===== config.mk =====
export PLATFORM = sky130hd
export DESIGN_NAME = mem_arbiter
export DESIGN_NICKNAME = d
export VERILOG_FILES = /design/src/rtl/mem_arb_pkg.sv /design/src/rtl/mem_arbiter.sv
export SDC_FILE = /design/constraint.sdc
export NUM_CORES = 1
export LEC_CHECK = 0
export BUFFER_PORTS_ARGS = -buffer_cell sky130_fd_sc_hd__buf_2
export CORE_ASPECT_RATIO = 0.75
export CORE_UTILIZATION = 48
export CTS_BUF_LIST = sky130_fd_sc_hd__clkbuf_4 sky130_fd_sc_hd__clkbuf_8
export CTS_CLUSTER_DIAMETER = 80
export DETAILED_ROUTE_END_ITERATION = 7
export PLACE_DENSITY = 0.87
export SLEW_MARGIN = 30
export SYNTH_ARGS = -nofsm -noshare
export SYNTH_HDL_FRONTEND = slang
export SYNTH_SLANG_ARGS = --single-unit
export TNS_END_PERCENT = 30

===== constraint.sdc =====
create_clock -name clk -period 1.86 [get_ports clk]
set_input_delay 0.186 -clock clk [delete_from_list [all_inputs] [get_ports clk]]
set_output_delay 0.186 -clock clk [all_outputs]
set_load 0.1 [all_outputs]

===== src/rtl/mem_arb_pkg.sv =====
// Shared types and defaults for the instruction/data memory arbiter.
// Holds FSM states, owner encoding and default parameter values.
package mem_arb_pkg;

    // Transaction phases: idle/arbitrate, command issue, response wait
    typedef enum logic [1:0] {
        IDLE = 2'd0,
        REQ  = 2'd1,
        WAIT = 2'd2
    } state_e;

    // Which requester owns the transaction in flight
    typedef enum logic {
        OWN_INST = 1'b0,
        OWN_DATA = 1'b1
    } owner_e;

    localparam int STARVE_MAX_DEF = 4;
    localparam int TIMEOUT_DEF    = 255;

    localparam logic [3:0] BE_FULL = 4'hF;

endpackage


===== src/rtl/mem_arbiter.sv =====
// Two-port (fetch / load-store) arbiter onto a single memory bus.
// Data has priority; a starvation counter forces a fetch grant.
module mem_arbiter
    import mem_arb_pkg::*;
#(
    parameter int STARVE_MAX = STARVE_MAX_DEF,
    parameter int TIMEOUT    = TIMEOUT_DEF
) (
    input  logic        clk,
    input  logic        rst,

    input  logic        inst_req,
    input  logic [31:0] inst_addr,
    output logic [31:0] inst_rdata,
    output logic        inst_done,

    input  logic        data_req,
    input  logic        data_we,
    input  logic [3:0]  data_be,
    input  logic [31:0] data_addr,
    input  logic [31:0] data_wdata,
    output logic [31:0] data_rdata,
    output logic        data_done,

    output logic        mem_req,
    output logic        mem_we,
    output logic [3:0]  mem_be,
    output logic [31:0] mem_addr,
    output logic [31:0] mem_wdata,
    input  logic        mem_gnt,
    input  logic        mem_rvalid,
    input  logic [31:0] mem_rdata,

    output logic        bus_err,
    output logic        stall
);

    localparam int SW = (STARVE_MAX < 1) ? 1 : $clog2(STARVE_MAX + 1);
    localparam int TW = (TIMEOUT < 2) ? 1 : $clog2(TIMEOUT + 1);

    localparam logic [SW-1:0] STARVE_LIM = SW'(STARVE_MAX);
    localparam logic [TW-1:0] TMO_LAST   = TW'(TIMEOUT - 1);

    state_e        state_q,      state_d;
    owner_e        owner_q,      owner_d;
    logic [SW-1:0] starve_q,     starve_d;
    logic [TW-1:0] tmo_q,        tmo_d;

    logic          mem_req_q,    mem_req_d;
    logic          mem_we_q,     mem_we_d;
    logic [3:0]    mem_be_q,     mem_be_d;
    logic [31:0]   mem_addr_q,   mem_addr_d;
    logic [31:0]   mem_wdata_q,  mem_wdata_d;

    logic [31:0]   inst_rdata_q, inst_rdata_d;
    logic [31:0]   data_rdata_q, data_rdata_d;
    logic          inst_done_q,  inst_done_d;
    logic          data_done_q,  data_done_d;
    logic          bus_err_q,    bus_err_d;

    logic          grant_inst;
    logic          tmo_hit;

    // Next-state and registered-output logic for the whole arbiter
    always_comb begin
        state_d      = state_q;
        owner_d      = owner_q;
        starve_d     = starve_q;
        tmo_d        = tmo_q;
        mem_req_d    = mem_req_q;
        mem_we_d     = mem_we_q;
        mem_be_d     = mem_be_q;
        mem_addr_d   = mem_addr_q;
        mem_wdata_d  = mem_wdata_q;
        inst_rdata_d = inst_rdata_q;
        data_rdata_d = data_rdata_q;
        inst_done_d  = 1'b0;
        data_done_d  = 1'b0;
        bus_err_d    = 1'b0;
        grant_inst   = 1'b0;
        tmo_hit      = (tmo_q == TMO_LAST);

        unique case (state_q)
            IDLE: begin
                if (inst_req || data_req) begin
                    grant_inst = inst_req &&
                                 (!data_req || starve_q == STARVE_LIM);
                    if (grant_inst) begin
                        owner_d     = OWN_INST;
                        mem_we_d    = 1'b0;
                        mem_be_d    = BE_FULL;
                        mem_addr_d  = inst_addr;
                        mem_wdata_d = 32'h0;
                        starve_d    = '0;
                    end else begin
                        owner_d     = OWN_DATA;
                        mem_we_d    = data_we;
                        mem_be_d    = data_be;
                        mem_addr_d  = data_addr;
                        mem_wdata_d = data_wdata;
                        if (!inst_req)
                            starve_d = '0;
                        else if (starve_q != STARVE_LIM)
                            starve_d = starve_q + 1'b1;
                    end
                    mem_req_d = 1'b1;
                    tmo_d     = '0;
                    state_d   = REQ;
                end
            end

            REQ: begin
                if (mem_gnt) begin
                    mem_req_d = 1'b0;
                    tmo_d     = '0;
                    state_d   = WAIT;
                end else if (tmo_hit) begin
                    mem_req_d = 1'b0;
                    bus_err_d = 1'b1;
                    state_d   = IDLE;
                    if (owner_q == OWN_INST) begin
                        inst_done_d  = 1'b1;
                        inst_rdata_d = 32'h0;
                    end else begin
                        data_done_d  = 1'b1;
                        data_rdata_d = 32'h0;
                    end
                end else begin
                    tmo_d = tmo_q + 1'b1;
                end
            end

            WAIT: begin
                if (mem_rvalid) begin
                    state_d = IDLE;
                    if (owner_q == OWN_INST) begin
                        inst_done_d  = 1'b1;
                        inst_rdata_d = mem_rdata;
                    end else begin
                        data_done_d  = 1'b1;
                        data_rdata_d = mem_rdata;
                    end
                end else if (tmo_hit) begin
                    bus_err_d = 1'b1;
                    state_d   = IDLE;
                    if (owner_q == OWN_INST) begin
                        inst_done_d  = 1'b1;
                        inst_rdata_d = 32'h0;
                    end else begin
                        data_done_d  = 1'b1;
                        data_rdata_d = 32'h0;
                    end
                end else begin
                    tmo_d = tmo_q + 1'b1;
                end
            end

            default: begin
                state_d   = IDLE;
                mem_req_d = 1'b0;
            end
        endcase
    end

    // State and output registers with synchronous active-low reset
    always_ff @(posedge clk) begin
        if (!rst) begin
            state_q      <= IDLE;
            owner_q      <= OWN_INST;
            starve_q     <= '0;
            tmo_q        <= '0;
            mem_req_q    <= 1'b0;
            mem_we_q     <= 1'b0;
            mem_be_q     <= 4'h0;
            mem_addr_q   <= 32'h0;
            mem_wdata_q  <= 32'h0;
            inst_rdata_q <= 32'h0;
            data_rdata_q <= 32'h0;
            inst_done_q  <= 1'b0;
            data_done_q  <= 1'b0;
            bus_err_q    <= 1'b0;
        end else begin
            state_q      <= state_d;
            owner_q      <= owner_d;
            starve_q     <= starve_d;
            tmo_q        <= tmo_d;
            mem_req_q    <= mem_req_d;
            mem_we_q     <= mem_we_d;
            mem_be_q     <= mem_be_d;
            mem_addr_q   <= mem_addr_d;
            mem_wdata_q  <= mem_wdata_d;
            inst_rdata_q <= inst_rdata_d;
            data_rdata_q <= data_rdata_d;
            inst_done_q  <= inst_done_d;
            data_done_q  <= data_done_d;
            bus_err_q    <= bus_err_d;
        end
    end

    assign mem_req    = mem_req_q;
    assign mem_we     = mem_we_q;
    assign mem_be     = mem_be_q;
    assign mem_addr   = mem_addr_q;
    assign mem_wdata  = mem_wdata_q;
    assign inst_rdata = inst_rdata_q;
    assign data_rdata = data_rdata_q;
    assign inst_done  = inst_done_q;
    assign data_done  = data_done_q;
    assign bus_err    = bus_err_q;

    // A requester stalls until its own completion pulse is seen
    assign stall = (inst_req & ~inst_done_q) | (data_req & ~data_done_q);

endmodule

==> flow_summary_export.csv <==
group,metric,value,unit
setup_path,worstSetupEndpointType,"register",
sta,finalWorstSetupSlack,0.09035,ns
setup_path,crit_start,"state_q[0]$_SDFFE_PN0P_",
cts,numClockSinks,151,
setup_path,worstPathMaxFanout,9,
floorplan,boundaryPins,277,
global_routing,grtUsageTotal,0.2814,
outcome,outcome,"finished clean",
synthesis,netlist_area_before_placement,0.005771,sq mm
synthesis,yosysSeqAreaShare,0.5239,
floorplan,cell_rows,34,
place,pre_cts_ws,0.04187,ns
detailed_routing,top_routing_layer_used,"met4",
cts,clkLatencyLatePin,0.45,ns
setup_path,timing.setup.critical_path_class,"reg -> reg",
floorplan,die_width,128.6,microns
detailed_routing,met3_length,1166,microns
detailed_routing,drt-total-wl,17760,microns
setup_path,rr_endpoint,"tmo_q[1]$_SDFFE_PN0P_",
synthesis,ys_seq_elements,151,
detailed_routing,met1Wirelength,7223,microns
global_routing,grt_antenna_before_repair,1,
sta,final-hold-violation-count,0,
synthesis,post_synth_inst_count,589,
setup_path,end_of_the_critical_path,"tmo_q[1]$_SDFFE_PN0P_",
sta,rsz0062_at_grt,"yes",
cells_and_area,syn2layout_area_growth,46.49,%
power_and_ir_drop,powerDensity,997.4,mW/mm^2
cts,post-cts-setup-buffers,0,
sta,setup_viol,0,
setup_path,startpoint_types,"register",
cts,cts_max_level,4,
sta,report.final.slew_viol_count,0,
cells_and_area,most_common_library_cell_in_the_layout_ignoring_fill_and_taps,"sky130_fd_sc_hd__buf_2",
setup_path,rr_worst_depth,5,
sta,timing.slew.headroom,0.6565,
floorplan,die_area,0.01247,sq mm
detailed_routing,drt_first_pass_iters,5,
synthesis,net_count_after_synthesis,736,
setup_path,cp.required,2.23,ns
cts,clockBufferDepth,2,
power_and_ir_drop,internal_power_component,0.005032,W
power_and_ir_drop,irDropWorstVdd,0.6286,mV
detailed_routing,detailed_route_wirelength_on_metal2,8649,microns
setup_path,setup.reg_to_reg.worst_slack,0.09,ns
global_routing,number_of_global_route_vias_before_repair,5757,
detailed_routing,via_per_inst,5.545,
power_and_ir_drop,seq_power_share,0.417,
sta,worstMarginPinSlew,0.5189,ns
power_and_ir_drop,p_sw,0.003399,W
power_and_ir_drop,cellLeakagePower,3.928,nW
global_routing,globalRoute.totalOverflow,0,
global_routing,grt_first_pass_wirelength,27900,microns
setup_path,critPathArrivalTime,2.14,ns
setup_path,rr_startpoint,"state_q[0]$_SDFFE_PN0P_",
cts,cts_buffers,17,
cells_and_area,num-fill-cells,883,
sta,min_period_over_period,0.9514,
cells_and_area,mostFrequentLayoutCells,"sky130_fd_sc_hd__buf_2 (276), sky130_fd_sc_hd__dfxtp_1 (149), sky130_fd_sc_hd__a21oi_1 (80)",
cts,clock_tree_from_tritoncts,"done",
cts,cts_root_buffer,"sky130_fd_sc_hd__clkbuf_8",
power_and_ir_drop,p_sw_frac,0.4032,
detailed_routing,drtAntennaViolNets,0,
synthesis,yosysUniqueCellTypes,44,
floorplan,floorplan.initialDensity,0.4951,
power_and_ir_drop,power_frac_clock,0.282,
sta,post-route-min-period,1.770,ns
cells_and_area,net_count_reported_at_finish,1059,
cts,worst_setup_hold_path_clk_slew,0.08,ns
detailed_routing,drc,0,
min_path,timing.hold.worst.class,"in -> reg",
detailed_routing,vias,6033,
job,cap_viol_max_count,0,
detailed_routing,drt_iter0_markers,440,
synthesis,yosysWarnings,0,
cells_and_area,drive_gt1_frac,0.3773,
global_routing,grt_max_degree,78,
power_and_ir_drop,totalPowerFinal,0.008431,W
floorplan,core_area,0.01166,sq mm
sta,timing.setup.tns,0,ns
place,gp_congestion,0.8612,
synthesis,synth_area_per_cell,9.797,sq um
floorplan,floorplan.die.height,96.96,microns
place,post-dp-hpwl,10980,microns
power_and_ir_drop,comb_power_share,0.302,
sta,clock-skew-final,0.01911,ns
sta,clock.fmax,565.1,MHz
place,number_of_buffers_added_on_ports,276,
detailed_routing,wl_per_cell,16.33,microns
-- how the worst min path moves through the flow --
stage                                     startpoint                          to  cells past startpoint
after global placement    mem_wdata[24]$_SDFFE_PN0P_  mem_wdata[24]$_SDFFE_PN0P_                      2
after global routing                         data_we         mem_we$_SDFFE_PN0P_                      3
final                                        data_we         mem_we$_SDFFE_PN0P_                      3
after detailed placement  mem_wdata[14]$_SDFFE_PN0P_  mem_wdata[14]$_SDFFE_PN0P_                      2
after CTS                              data_wdata[6]   mem_wdata[6]$_SDFFE_PN0P_                      3
after floorplan                        data_wdata[0]   mem_wdata[0]$_SDFFE_PN0P_                      2
-- routing by layer --
metal	vias up	GRT usage
met5	-	0
met4	0	0.1493
met3	60	0.07633
met1	2843	0.3266
met2	272	0.4707
li1	2858	-
-- critical path: stages (launching register included) --
cell                      delay, ns
sky130_fd_sc_hd__dfxtp_1       0.40
sky130_fd_sc_hd__inv_1         0.09
sky130_fd_sc_hd__ha_1          0.28
sky130_fd_sc_hd__a221o_2       0.44
sky130_fd_sc_hd__or3_1         0.36
sky130_fd_sc_hd__a21oi_1       0.13
-- cell families after synthesis --
kind of cell,count (synthesis),synth area share
multiplexers,32,0.05551
buffers and inverters,64,0.04965
AND/OR/NAND/NOR,121,0.1004
adder cells (fa/ha/maj),8,0.01735
flip-flops,151,0.5239
AO/OA/AOI/OAI,213,0.2533
-- cell usage after synthesis --
library cell               number  area share
sky130_fd_sc_hd__a211o_1        2      0.0030
sky130_fd_sc_hd__a211oi_1       4      0.0052
sky130_fd_sc_hd__a211oi_2       1      0.0022
sky130_fd_sc_hd__a21oi_1       82       0.071
sky130_fd_sc_hd__a221o_1        1      0.0017
sky130_fd_sc_hd__a221oi_2       1      0.0026
sky130_fd_sc_hd__a31oi_1        2      0.0022
sky130_fd_sc_hd__a32o_1        64        0.11
sky130_fd_sc_hd__a41oi_1        2      0.0030
sky130_fd_sc_hd__and2_1         1      0.0011
sky130_fd_sc_hd__and3_1         1      0.0011
sky130_fd_sc_hd__and4_1         1      0.0015
sky130_fd_sc_hd__buf_1          2      0.0013
sky130_fd_sc_hd__buf_2         19       0.016
sky130_fd_sc_hd__buf_4          4      0.0052
sky130_fd_sc_hd__buf_6          1      0.0020
sky130_fd_sc_hd__clkbuf_1      29       0.019
sky130_fd_sc_hd__dfxtp_1      151        0.52
sky130_fd_sc_hd__ha_1           8       0.017
sky130_fd_sc_hd__inv_1          8      0.0052
sky130_fd_sc_hd__inv_2          1     0.00065
sky130_fd_sc_hd__mux2i_1       32       0.056
sky130_fd_sc_hd__nand2_1       46       0.030
sky130_fd_sc_hd__nand3_1       38       0.033
sky130_fd_sc_hd__nand4_1        7      0.0076
sky130_fd_sc_hd__nand4b_1       1      0.0015
sky130_fd_sc_hd__nor2_1        11      0.0072
sky130_fd_sc_hd__nor2_2         2      0.0022
sky130_fd_sc_hd__nor2b_1        4      0.0043
sky130_fd_sc_hd__nor3_1         3      0.0026
sky130_fd_sc_hd__nor3b_1        1      0.0013
sky130_fd_sc_hd__nor3b_2        1      0.0022
sky130_fd_sc_hd__nor4b_1        1      0.0015
sky130_fd_sc_hd__o211a_1        1      0.0017
sky130_fd_sc_hd__o21a_1         2      0.0026
sky130_fd_sc_hd__o21ai_0       43       0.037
sky130_fd_sc_hd__o21ai_1        3      0.0026
sky130_fd_sc_hd__o21bai_1       1      0.0013
sky130_fd_sc_hd__o22ai_1        1      0.0011
sky130_fd_sc_hd__o311ai_0       1      0.0015
sky130_fd_sc_hd__o32ai_1        2      0.0030
sky130_fd_sc_hd__or2_1          1      0.0011
sky130_fd_sc_hd__or3_1          1      0.0011
sky130_fd_sc_hd__or4_1          1      0.0013
-- power by group through the flow --
stage / registers (W) / logic, W / clock network [W]
6_report: 0.00351 / 0.00254 / 0.00238
5_1_grt: 0.00353 / 0.00266 / 0.00257
4_1_cts: 0.00351 / 0.00250 / 0.00242
3_5_place_dp: 0.00358 / 0.00240 / 0
3_3_place_gp: 0.00357 / 0.00238 / 0
2_1_floorplan: 0.00483 / 0.000588 / 0
-- timing repair --
action | in CTS | in global routing
hold endpoints to repair | 89 | 2
resized for setup | 0 | 10
setup endpoints to repair | 0 | 81
hold buffers | 62 | 2
-- registers in the layout, summed over array words and instances (netlist names) --
register / count
tmo_q: 8
owner_q: 1
mem_we: 1
starve_q: 3
state_q: 2
mem_req: 1
mem_addr: 32
bus_err: 1
data_rdata: 32
mem_wdata: 32
inst_rdata: 32
mem_be: 4
data_done: 1
inst_done: 1
-- through the flow --
stage               instances  cell area, sq um  utilization  hold slack [ns]
global placement          991              7412       0.6359           0.4356
floorplan                 589              5777            -           0.3379
finish                   1088              8453       0.7252          0.01872
global route             1088              8453       0.7252         0.003066
detailed placement        991              7412       0.6359           0.4404
CTS                      1085              8408       0.7213        0.0002557
-- area by class of cell --
type	instances	area (sq um)	area share
clock buffer	18	247.7	0.02931
multi-input combinational	374	2536	0.3000
timing repair buffer	359	2277	0.2694
antenna	1	2.502	0.0002960
tap	162	202.7	0.02398
sequential	151	3025	0.3579
inverter	9	33.78	0.003996
clock inverter	14	127.6	0.01510
(Power assumes the default switching activity.)
